[config.mk]
export PLATFORM = sky130hd
export DESIGN_NAME = mnist_argmax_collector
export DESIGN_NICKNAME = d
export VERILOG_FILES = /design/src/rtl/mnist_argmax_collector.sv
export SDC_FILE = /design/constraint.sdc
export NUM_CORES = 1
export LEC_CHECK = 0
export ABC_CLOCK_PERIOD_IN_PS = 3900
export CORE_ASPECT_RATIO = 2
export CORE_UTILIZATION = 40
export CTS_BUF_LIST = sky130_fd_sc_hd__clkbuf_16
export CTS_CLUSTER_SIZE = 16
export DETAILED_ROUTE_END_ITERATION = 16
export PLACE_DENSITY = 0.65
export SLEW_MARGIN = 20
export SYNTH_ARGS = -nofsm -noshare
export SYNTH_HDL_FRONTEND = slang
export SYNTH_SLANG_ARGS = --single-unit
[constraint.sdc]
create_clock -name clk -period 3.9 [get_ports clk]
set_clock_uncertainty 0.1 [all_clocks]
set_input_delay 0.975 -clock clk [delete_from_list [all_inputs] [get_ports clk]]
set_output_delay 0.975 -clock clk [all_outputs]
set_load 0.05 [all_outputs]
[src/rtl/mnist_argmax_collector.sv]
// mnist_argmax_collector
//   Consumes the network core's logit stream (one signed logit per in_valid
//   beat, classes 0..NUM_CLASSES-1 in order) and reports the argmax of each
//   frame as a one-cycle class_valid pulse. Re-arms with no dead cycles, so the
//   next frame's beat 0 may follow the previous frame's final beat directly.
//
// Ports:
//   clk          system clock, rising edge
//   rst          asynchronous active-high reset (deassertion synchronised here)
//   in_valid     logit beat qualifier
//   in_data      signed logit
//   sync_clr     synchronous frame abort; a coincident beat starts a new frame
//   class_idx    index of the maximum logit of the last complete frame
//   class_score  value of that maximum logit
//   class_valid  one-cycle pulse marking new class_idx/class_score
//   beat_cnt     logits accepted in the current frame
//   busy         frame partially received (beat_cnt != 0)
module mnist_argmax_collector #(
  parameter int DATA_W      = 32,
  parameter int NUM_CLASSES = 10,
  parameter int IDX_W       = 4
) (
  input  logic              clk,
  input  logic              rst,
  input  logic              in_valid,
  input  logic [DATA_W-1:0] in_data,
  input  logic              sync_clr,
  output logic [IDX_W-1:0]  class_idx,
  output logic [DATA_W-1:0] class_score,
  output logic              class_valid,
  output logic [IDX_W-1:0]  beat_cnt,
  output logic              busy
);

  localparam logic [IDX_W-1:0] LAST_BEAT = IDX_W'(NUM_CLASSES - 1);
  localparam logic [IDX_W-1:0] ONE       = IDX_W'(1);

  typedef enum logic {IDLE, ACCUM} state_t;

  state_t            state, state_nxt;
  logic [IDX_W-1:0]  cnt_nxt;
  logic [DATA_W-1:0] run_max, max_nxt;
  logic [IDX_W-1:0]  run_idx, idx_nxt;
  logic              fire;
  logic              restart;

  // Reset asserts immediately but is released two clk edges after rst drops,
  // so no flop leaves reset on an edge that races the external deassertion.
  logic [1:0] rst_sync;
  logic       rst_i;

  always_ff @(posedge clk or posedge rst) begin
    if (rst) rst_sync <= 2'b11;
    else     rst_sync <= {rst_sync[0], 1'b0};
  end

  assign rst_i = rst_sync[1];

  always_ff @(posedge clk or posedge rst_i) begin
    if (rst_i) state <= IDLE;
    else       state <= state_nxt;
  end

  // A beat starts a fresh frame either from IDLE or when sync_clr forces it;
  // beat 0 is loaded without comparing against whatever run_max holds.
  assign restart = sync_clr || (state == IDLE);

  always_comb begin
    state_nxt = state;
    cnt_nxt   = beat_cnt;
    max_nxt   = run_max;
    idx_nxt   = run_idx;
    fire      = 1'b0;
    if (in_valid) begin
      if (restart) begin
        max_nxt   = in_data;
        idx_nxt   = '0;
        cnt_nxt   = ONE;
        state_nxt = ACCUM;
      end else begin
        // strict '>' keeps the lowest index among equal maxima
        if ($signed(in_data) > $signed(run_max)) begin
          max_nxt = in_data;
          idx_nxt = beat_cnt;
        end
        if (beat_cnt == LAST_BEAT) begin
          cnt_nxt   = '0;
          state_nxt = IDLE;
          fire      = 1'b1;
        end else begin
          cnt_nxt = beat_cnt + ONE;
        end
      end
    end else if (sync_clr) begin
      cnt_nxt   = '0;
      state_nxt = IDLE;
    end
  end

  always_ff @(posedge clk or posedge rst_i) begin
    if (rst_i) begin
      beat_cnt    <= '0;
      run_max     <= '0;
      run_idx     <= '0;
      class_idx   <= '0;
      class_score <= '0;
      class_valid <= 1'b0;
    end else begin
      beat_cnt    <= cnt_nxt;
      run_max     <= max_nxt;
      run_idx     <= idx_nxt;
      class_valid <= fire;
      // the final beat's comparison result goes straight to the outputs
      if (fire) begin
        class_idx   <= idx_nxt;
        class_score <= max_nxt;
      end
    end
  end

  assign busy = (beat_cnt != '0);

endmodule

==> reports/qor.yml, run 1 <==
holdWs_ns: 0.256
grt_pass1_wl_mm: 15.6
cts_resized: 0
ys_async_sr_fraction: 1.00
via_per_inst: 5.15
hold_violations: 0
synth_seq_cells: 80
grt_usage: 0.186
cts_tree: "done"
cts_num_sinks: 80
syn_area_per_cell_sq_um: 10.5
crit_path_end_kind: "flop"
worstMarginPinSlew_ns: 0.850
crit_path_max_fanout: 13
ant_nets: 0
p_leak_uw: 0.00254
final_common_cell: "dfrtp_1"
switching_power_uw: 834
area_delta_synth_final_pct: 28.4
ys_top_cells_by_area: "dfrtp_1, ha_1, mux2i_1, mux2_1, nand2_1"
dieArea_sq_um: 11200
ys.flop_type: "dfrtp_1"
intPower_uw: 1730
place_ws_ns: 0.0323
met3_usage: 0.0285
pwr_density_cell_nw_per_um2: 466
first_iter_violations: 135
fmax_ghz: 0.286
setup_viol_count_final: 0
vias: 3271
root_buffer: "clkbuf_16"
netlist.area_leader.share: 0.455
grtUsageMet1: 0.209
antenna_found_initial: 0
n_antenna_cell: 0
max_cap_violations: 0
dieWidth_um: 75.2
ctsHoldBuffers: 0
gp_congestion: 0.823
core_area_sq_um: 10500
cts_setup_buffers: 0
wl_mm: 9.27
worstPathRequired_ns: 4.01
synth_top_area_cell: "dfrtp_1"
period_needed_ns: 3.50
max_stage_delay_ns: 0.47
start_util: 0.409
synth_nets: 480
grt_use_met2: 0.322
route.detailed.drc: 0
setup_ws_ns: 0.405
ios: 78
layout.nets: 564
seq_area_frac_synth: 0.467
start_kind: "input port"
layoutNonFillerInstCount: 635
clk_pin_slew_ns: 0.06
dpl.hpwl_mm: 7.05
fp-row-count: 53
grt_pass1_vias: 3334
clkPwrFrac: 0.290
drive_above_1_share: 0.0783
die_height_um: 148
crit_path_top_delay_cell: "clkdlybuf4s50_1"
synth_edf_count: 0
power_frac_comb: 0.320
holdCritPathClass: "reg -> reg"
grt_busiest_layer: "met2"
htreeDepth: 3
p_sw_frac: 0.325
portBuffers: 77
final_cell_mix: "dfrtp_1, clkdlybuf4s50_1, nand2_1, inv_1, ha_1"
wl_per_cell_um: 14.6
first_pass_iters: 4
grt_max_degree: 50
synth_area_sq_um: 4290
rsz0062_at_grt: "false"
netlist_instances: 409
fin_tns_setup_ns: 0
status: "complete, no violations"
drv_slew: 0
gr-total-overflow: 0
ys_types: 39
clk_path_buf_depth: 2
dp.cells: 619
peakVddDrop_mv: 0.251
crit_arrival_ns: 3.61
max_slew_margin: 0.432
crit_type: "in -> reg"
cp_cell_sequence: "clkdlybuf4s50_1 -> ha_1 -> a21oi_1 -> o21ai_1 -> a211o_1 -> or3_1 -> o221ai_4 -> buf_4 -> mux2_2"
seq_power_share: 0.391
finalCritPeriodShare: 0.896
insertion_delay_ns: 0.33
cts_made_buffers: 9
ys_warn_count: 0
-- sequential cells by signal (all words and copies together), names as in the netlist --
signal / cells
class_score: 32
run_max: 32
beat_cnt: 4
class_idx: 4
run_idx: 4
rst_sync: 2
class_valid: 1
state: 1
-- final cells by class --
class / count / area (sq um)
Inverter: 40 / 151
Fill cell: 1021 / 4970
Clock inverter: 7 / 38.8
Tap cell: 137 / 171
Sequential cell: 80 / 2000
Multi-Input combinational cell: 274 / 2030
Timing Repair Buffer: 88 / 891
Clock buffer: 9 / 225
-- stage by stage --
step                area, sq um  utilization  total power (uW)
floorplan                  4290            -              1620
global placement           5240        0.500              1820
detailed placement         5240        0.500              1850
CTS                        5510        0.526              2600
global route               5510        0.526              2730
finish                     5510        0.526              2570
-- worst paths after layout --
path,cells past startpoint,endpoint,slack (ns),startpoint
worst min-delay path,0,rst_sync[1]$_DFF_PP1_,0.26,rst_sync[0]$_DFF_PP1_
min in group asynchronous,1,class_score[5]$_DFFE_PP0P_,0.30,rst_sync[1]$_DFF_PP1_
max in group asynchronous,2,run_idx[3]$_DFF_PP0_,2.48,rst_sync[1]$_DFF_PP1_
worst max-delay path,9,run_max[6]$_DFF_PP0_,0.40,in_data[23]
worst min register to register,0,rst_sync[1]$_DFF_PP1_,0.26,rst_sync[0]$_DFF_PP1_
worst max register to register,9,run_max[6]$_DFF_PP0_,1.16,run_max[21]$_DFF_PP0_
-- cells in the mapped netlist (2+ instances only) --
| cell type | number |
|---|---|
| a21o_1 | 3 |
| a21oi_1 | 19 |
| a31oi_1 | 4 |
| buf_6 | 3 |
| buf_8 | 4 |
| clkbuf_1 | 8 |
| dfrtp_1 | 78 |
| dfstp_2 | 2 |
| ha_1 | 35 |
| inv_1 | 39 |
| mux2_1 | 24 |
| mux2_2 | 7 |
| mux2i_1 | 32 |
| nand2_1 | 52 |
| nand3_1 | 9 |
| nand4_1 | 8 |
| nor2_1 | 11 |
| nor2b_1 | 2 |
| nor4_1 | 3 |
| o21ai_0 | 34 |
| o21ai_1 | 11 |
| or3_1 | 4 |
-- cell families (layout without fill, tap and decap cells) --
kind of cell | count (synthesis) | count (layout) | synth area share
and+or+nand+nor | 93 | 93 | 0.0968
AOI/OAI and AO/OA | 81 | 81 | 0.111
DFF | 80 | 80 | 0.467
muxes | 63 | 63 | 0.156
buffers and inverters | 55 | 144 | 0.0639
adders and majority gates | 35 | 35 | 0.102
other | 1 | 1 | 0.000874
xor gates and xnor gates | 1 | 1 | 0.00204
-- power groups by stage --
| stage | logic [uW] | clock network, uW | registers [uW] |
|---|---|---|---|
| after floorplan | 557 | 0 | 1060 |
| after global placement | 811 | 0 | 1010 |
| after global routing | 907 | 802 | 1020 |
| after CTS | 834 | 766 | 1000 |
| after detailed placement | 829 | 0 | 1020 |
| final | 821 | 744 | 1000 |
-- worst max-delay path, delay by kind of cell --
| family | cells | cell delay, ns |
|---|---|---|
| AO/OA/AOI/OAI | 4 | 0.79 |
| adder cells (fa/ha/maj) | 1 | 0.35 |
| buffers and inverters | 2 | 0.71 |
| multiplexers | 1 | 0.35 |
| AND/OR/NAND/NOR | 1 | 0.43 |
-- layer usage --
| metal | vias to the layer above | wire length [um] |
|---|---|---|
| li1 | 1600 | - |
| met1 | 1590 | 3530 |
| met2 | 56 | 5130 |
| met3 | 25 | 243 |
| met4 | 0 | 372 |
| met5 | - | 0 |
(Power assumes the default switching activity.)
==> run 2: changes to the inputs <==
--- a/config.mk
+++ b/config.mk
@@ -5,13 +5,13 @@
 export SDC_FILE = /design/constraint.sdc
 export NUM_CORES = 1
 export LEC_CHECK = 0
-export ABC_CLOCK_PERIOD_IN_PS = 3900
+export ABC_CLOCK_PERIOD_IN_PS = 3750
 export CORE_ASPECT_RATIO = 2
-export CORE_UTILIZATION = 40
+export CORE_UTILIZATION = 35
 export CTS_BUF_LIST = sky130_fd_sc_hd__clkbuf_16
 export CTS_CLUSTER_SIZE = 16
 export DETAILED_ROUTE_END_ITERATION = 16
-export PLACE_DENSITY = 0.65
+export PLACE_DENSITY = 0.58
 export SLEW_MARGIN = 20
 export SYNTH_ARGS = -nofsm -noshare
 export SYNTH_HDL_FRONTEND = slang
==> constraint.sdc (replaced) <==
create_clock -name clk -period 3.75 [get_ports clk]
set_clock_uncertainty 0.1 [all_clocks]
set_input_delay 0.9375 -clock clk [delete_from_list [all_inputs] [get_ports clk]]
set_output_delay 0.9375 -clock clk [all_outputs]
set_load 0.05 [all_outputs]
==> run 2 against run 1 <==
  * Sequential power up 5%
  * Cell count up 1.6%
  * Flip-flop and latch count unchanged
  * Setup slack worse by 0.086 ns
  * Critical path depth unchanged
  * Clock-buffer cell count unchanged
  * Utilization down 5.3 points
  * Cell area up 1.5%
  * Routed wire length down 0.95%
  * Via count down 1.5%
  * Non-clock buffer count up 2
  * Critical endpoint is now run_max[23]$_DFF_PP0_
  * Largest power group unchanged
  * Highest routed layer unchanged
==> reports/qor.yml, run 2 (synthesized netlist as in run 1, its figures left out) <==
status: "complete, no violations"  # unchanged
vias: 3221  # was 3,271
clk_pin_slew_ns: 0.06  # about the same
reg2reg_setup_slack_ns: 0.99  # was 1.16 ns
crit_type: "in -> reg"  # unchanged
wl_mm: 9.19  # was 9.27 mm
first_pass_iters: 4  # unchanged
htreeDepth: 3  # unchanged
area_delta_synth_final_pct: 30.4  # was 28.4%
insertion_delay_ns: 0.33  # about the same
holdCritPathClass: "reg -> reg"  # unchanged
n_antenna_cell: 0  # unchanged
rsz0062_at_grt: "false"  # unchanged
dp.cells: 629  # was 619
antenna_found_initial: 0  # unchanged
clk_path_buf_depth: 2  # unchanged
hp-start: "rst_sync[0]$_DFF_PP1_"  # unchanged
start_kind: "input port"  # unchanged
holdPathEnd: "rst_sync[1]$_DFF_PP1_"  # unchanged
dieWidth_um: 80.3  # was 75.2 um
ios: 78  # unchanged
layout.nets: 566  # was 564
final_common_cell: "dfrtp_1"  # unchanged
hold_violations: 0  # unchanged
crit_path_end_kind: "flop"  # unchanged
cts_made_buffers: 9  # unchanged
crit_arrival_ns: 3.54  # was 3.61 ns
worstMarginPinSlew_ns: 0.935  # was 0.850 ns
reg2reg_to: "run_max[23]$_DFF_PP0_"  # was run_max[6]$_DFF_PP0_
drv_slew: 0  # unchanged
fin_tns_setup_ns: 0  # unchanged
layoutNonFillerInstCount: 645  # was 635
max_slew_margin: 0.376  # was 0.432
setup.worst_path.start: "in_data[23]"  # unchanged
grt_pass1_wl_mm: 15.5  # was 15.6 mm
p_leak_uw: 0.00259  # was 0.00254 uW
cts_num_sinks: 80  # unchanged
cts_setup_buffers: 0  # unchanged
core_area_sq_um: 11800  # was 10,500 sq um
ff2ff_path_depth: 9  # unchanged
grt_pass1_vias: 3220  # was 3,334
start_util: 0.362  # was 0.409
crit_path_max_fanout: 19  # was 13
first_iter_violations: 117  # was 135
fmax_ghz: 0.291
route.detailed.drc: 0  # unchanged
gr-total-overflow: 0  # unchanged
finalCritPeriodShare: 0.915
die_height_um: 159  # was 148 um
max_cap_violations: 0  # unchanged
gp_congestion: 0.732  # was 0.823
ctsHoldBuffers: 0  # unchanged
wl_per_cell_um: 14.2  # was 14.6 um
drive_above_1_share: 0.0840  # was 0.0783
grt_max_degree: 67  # was 50
peakVddDrop_mv: 0.232  # was 0.251 mV
setup_viol_count_final: 0  # unchanged
period_needed_ns: 3.43
via_per_inst: 4.99  # was 5.15
min_path_cells: 0  # unchanged
finalPower_uw: 2820  # was 2570 uW
top_regs: "class_score: 32 flops, run_max: 32 flops"  # unchanged
final_area_sq_um: 5590  # was 5510 sq um
dpl.hpwl_mm: 6.86  # was 7.05 mm
final_cell_mix: "dfrtp_1, clkdlybuf4s50_1, nand2_1, inv_1, ha_1"  # unchanged
grt_usage: 0.160  # was 0.186
ant_nets: 0  # unchanged
fp-row-count: 56  # was 53
root_buffer: "clkbuf_16"  # unchanged
placed_cell_area_sq_um: 5280  # was 5240 sq um
pwr_density_cell_nw_per_um2: 504  # was 466 nW/um^2
cts_tree: "done"  # unchanged
dieArea_sq_um: 12700  # was 11,200 sq um
cts_resized: 0  # unchanged
reg2reg_from: "run_max[23]$_DFF_PP0_"  # was run_max[21]$_DFF_PP0_
portBuffers: 77  # unchanged
worstPathRequired_ns: 3.86  # was 4.01 ns
holdWs_ns: 0.256  # about the same
run 2: cell types whose count changed in the layout (fill, tap and decap cells not counted):
cell and delta:
buf_12 +1, buf_4 +1, bufinv_16 +2, clkinv_1 -2, clkinv_2 +1, clkinvlp_4 -3
inv_1 +1, inv_6 +1
run 2: layout make-up:
type	count	area, sq um
timing repair buffer	90	918
sequential	80	2000
tap	145	181
clock buffer	9	225
fill	1129	6250
clock inverter	7	86.3
multi-input combinational	274	2030
inverter	40	151
run 2: critical path: stages:
cell and delay, ns:
clkdlybuf4s50_1 0.44, ha_1 0.34, a21oi_1 0.15, o21ai_1 0.09, a211o_1 0.33, or3_1 0.43
o221ai_4 0.26, buf_12 0.21, mux2_1 0.35
run 2: worst max-delay path by stage:
stage	depth (start not counted)	slack, ns	to
2_1_floorplan	8	0.52	run_max[1]$_DFF_PP0_
3_3_place_gp	9	-0.01	run_max[31]$_DFF_PP0_
3_5_place_dp	9	-0.04	run_max[27]$_DFF_PP0_
4_1_cts	9	0.32	run_max[23]$_DFF_PP0_
5_1_grt	10	0.18	class_score[8]$_DFFE_PP0P_
6_report	9	0.32	run_max[23]$_DFF_PP0_
run 2: where the power goes:
group / switching, uW / total, uW / internal [uW]
Sequential: 78.4 / 1050 / 967
Clock: 341 / 919 / 578
Combinational: 450 / 857 / 407
Total: 869 / 2820 / 1950
run 2: layer usage:
layer  wire, um  track usage
met2       5050        0.292
met3        284       0.0327
met4        160       0.0612
met1       3690        0.180
met5          0            0
run 2: metrics by stage:
step,util,setup WS [ns]
2_1_floorplan,-,0.516
3_3_place_gp,0.446,-0.00950
3_5_place_dp,0.446,-0.0383
4_1_cts,0.472,0.315
5_1_grt,0.472,0.182
6_report,0.472,0.319
==> run 3: changes to the inputs <==
--- a/config.mk
+++ b/config.mk
@@ -5,7 +5,6 @@
 export SDC_FILE = /design/constraint.sdc
 export NUM_CORES = 1
 export LEC_CHECK = 0
-export ABC_CLOCK_PERIOD_IN_PS = 3750
 export CORE_ASPECT_RATIO = 2
 export CORE_UTILIZATION = 35
 export CTS_BUF_LIST = sky130_fd_sc_hd__clkbuf_16
==> results of run 3 <==
No change in the layout: final DEF, timing and power equal those of run 2.
==> RTL edit, RTL diff (flow settings as in run 2) <==
Set the parameter `IDX_W` to 5 (it was 4).
--- a/src/rtl/mnist_argmax_collector.sv
+++ b/src/rtl/mnist_argmax_collector.sv
@@ -18,7 +18,7 @@
 module mnist_argmax_collector #(
   parameter int DATA_W      = 32,
   parameter int NUM_CLASSES = 10,
-  parameter int IDX_W       = 4
+  parameter int IDX_W       = 5
 ) (
   input  logic              clk,
   input  logic              rst,
Ports: changed (resized beat_cnt and class_idx); port bits go from 78 to 80. The function was not compared with the original's and may differ.
==> RTL edit against run 2 <==
Routed wire length grew 7.3%. Sequential cell count grew 3. First-iteration DRC count is 14% lower. Synthesized area rose by 4.1%. Design area increased by 6.1%. Worst setup slack worse by 150 ps. Via count increased by 3.1%. Power shrank 2.3%. Global-route usage is 0.47 points higher. Critical path type unchanged. Critical endpoint is now class_idx[3]. Largest cell class unchanged. Highest routed layer unchanged.
==> RTL edit: results (changes against run 2) <==
Worst setup path
The kind of cell with the highest combined delay along the critical path is simple AND/OR/NAND/NOR gates. The flop-to-flop setup slack is 860 ps (-130 ps). The data arrival at the endpoint of the critical path is 3700 ps (+160 ps). The number of cell instances on the worst register-to-register path is 10 (+1). The worst-path maximum fanout came to 8 (-11). The worst flop-to-flop path startpoint is run_max[31]. The cell type of the slowest stage on the worst timing path is or4_4.

Final layout
The non-clock buffer share of cell area is 0.186 (+0.0214). The number of ordinary and repair buffers in the finished layout is 112 (+24%). The combined flip-flop and latch cell area is 0.00208 mm² (+3.7%).

The count of fill cells added during filler insertion was 1189 (+5.3%). The layout cell share with drive strength beyond 1 is 0.185 (+0.101).

Synth
The XOR/XNOR share of the synthesized area is 0.00196 (-0.0000806). The post-synthesis share of cell area spent on full adders, half adders and majority gates is 0.0980 (-0.00403). The share of synthesized area occupied by flip-flops and latches came to 0.466 (-0.00165). The count of distinct cell types in the synthesized netlist is 50 (+28%). The mux cell area share after synthesis is 0.150 (-0.00616). The average instance area after synthesis is 10.8 µm² (+3.1%).

Yosys attributes the largest share of cell area to dfrtp_1 45%, ha_1 9.8%, mux2i_1 7.2%.

STA
The worst relative slew slack came to 0.434 (+0.0581).

Pwr
The leakage power summed over all cells came to 2.80 nW (+7.9%). The design internal power was 0.00193 W (-1.0%). The ratio of total power to cell area is 464 mW/mm² (-7.9%). The part of the total power dissipated in the clock network is 0.312 (-0.014). The share of total power in sequential cells came to 0.378 (+0.007).

Floorplanning
The well tap count is 150 (+3.4%).

Placed design
The half-perimeter wire length after detailed placement came to 7480 µm (+9.0%). The number of I/O port buffers came to 79 (+2.6%). The routability-driven placement congestion ratio is 0.781 (+6.7%).

The post-placement worst setup slack is -246 ps (-208 ps).

Routing
The via density per instance was 4.92 (-1.5%). The sum of routed wire segments on met1 is 3790 µm (+2.7%).

Status
The run finished with clean final reports.

GRT
The number of global-route vias before repair is 3394 (+5.4%).

Clock tree
The sink count of the clock tree is 83 (+3.8%).
## RTL edit: cell count changes in the layout (fill, tap and decap cells not counted), moves of 4 or more
cell,before,now
mux2_2,7,28
a22o_2,0,5
buf_4,9,28
o21ai_0,34,10
mux2_1,24,3
o21ai_1,11,30
nand4_1,8,4
or3_1,4,0
a21oi_1,19,13
## RTL edit: worst max-delay path by stage
stage	from	to	slack, ps
final	in_data[31]	class_idx[3]	170
after global routing	in_data[30]	class_score[0]	20
after CTS	in_data[30]	class_score[0]	110
after detailed placement	in_data[30]	class_score[0]	-250
after global placement	in_data[30]	class_score[0]	-220
after floorplan	in_data[31]	run_max[1]	430
## RTL edit: kinds of logic (layout without fill, tap and decap cells)
logic type,after synthesis,after routing
fa+ha+maj,35,35
other cells,1,1
mux,63,63
xor+xnor,1,1
buf+inv,56,168
flops,83,83
simple gates,91,91
compound gates,83,83
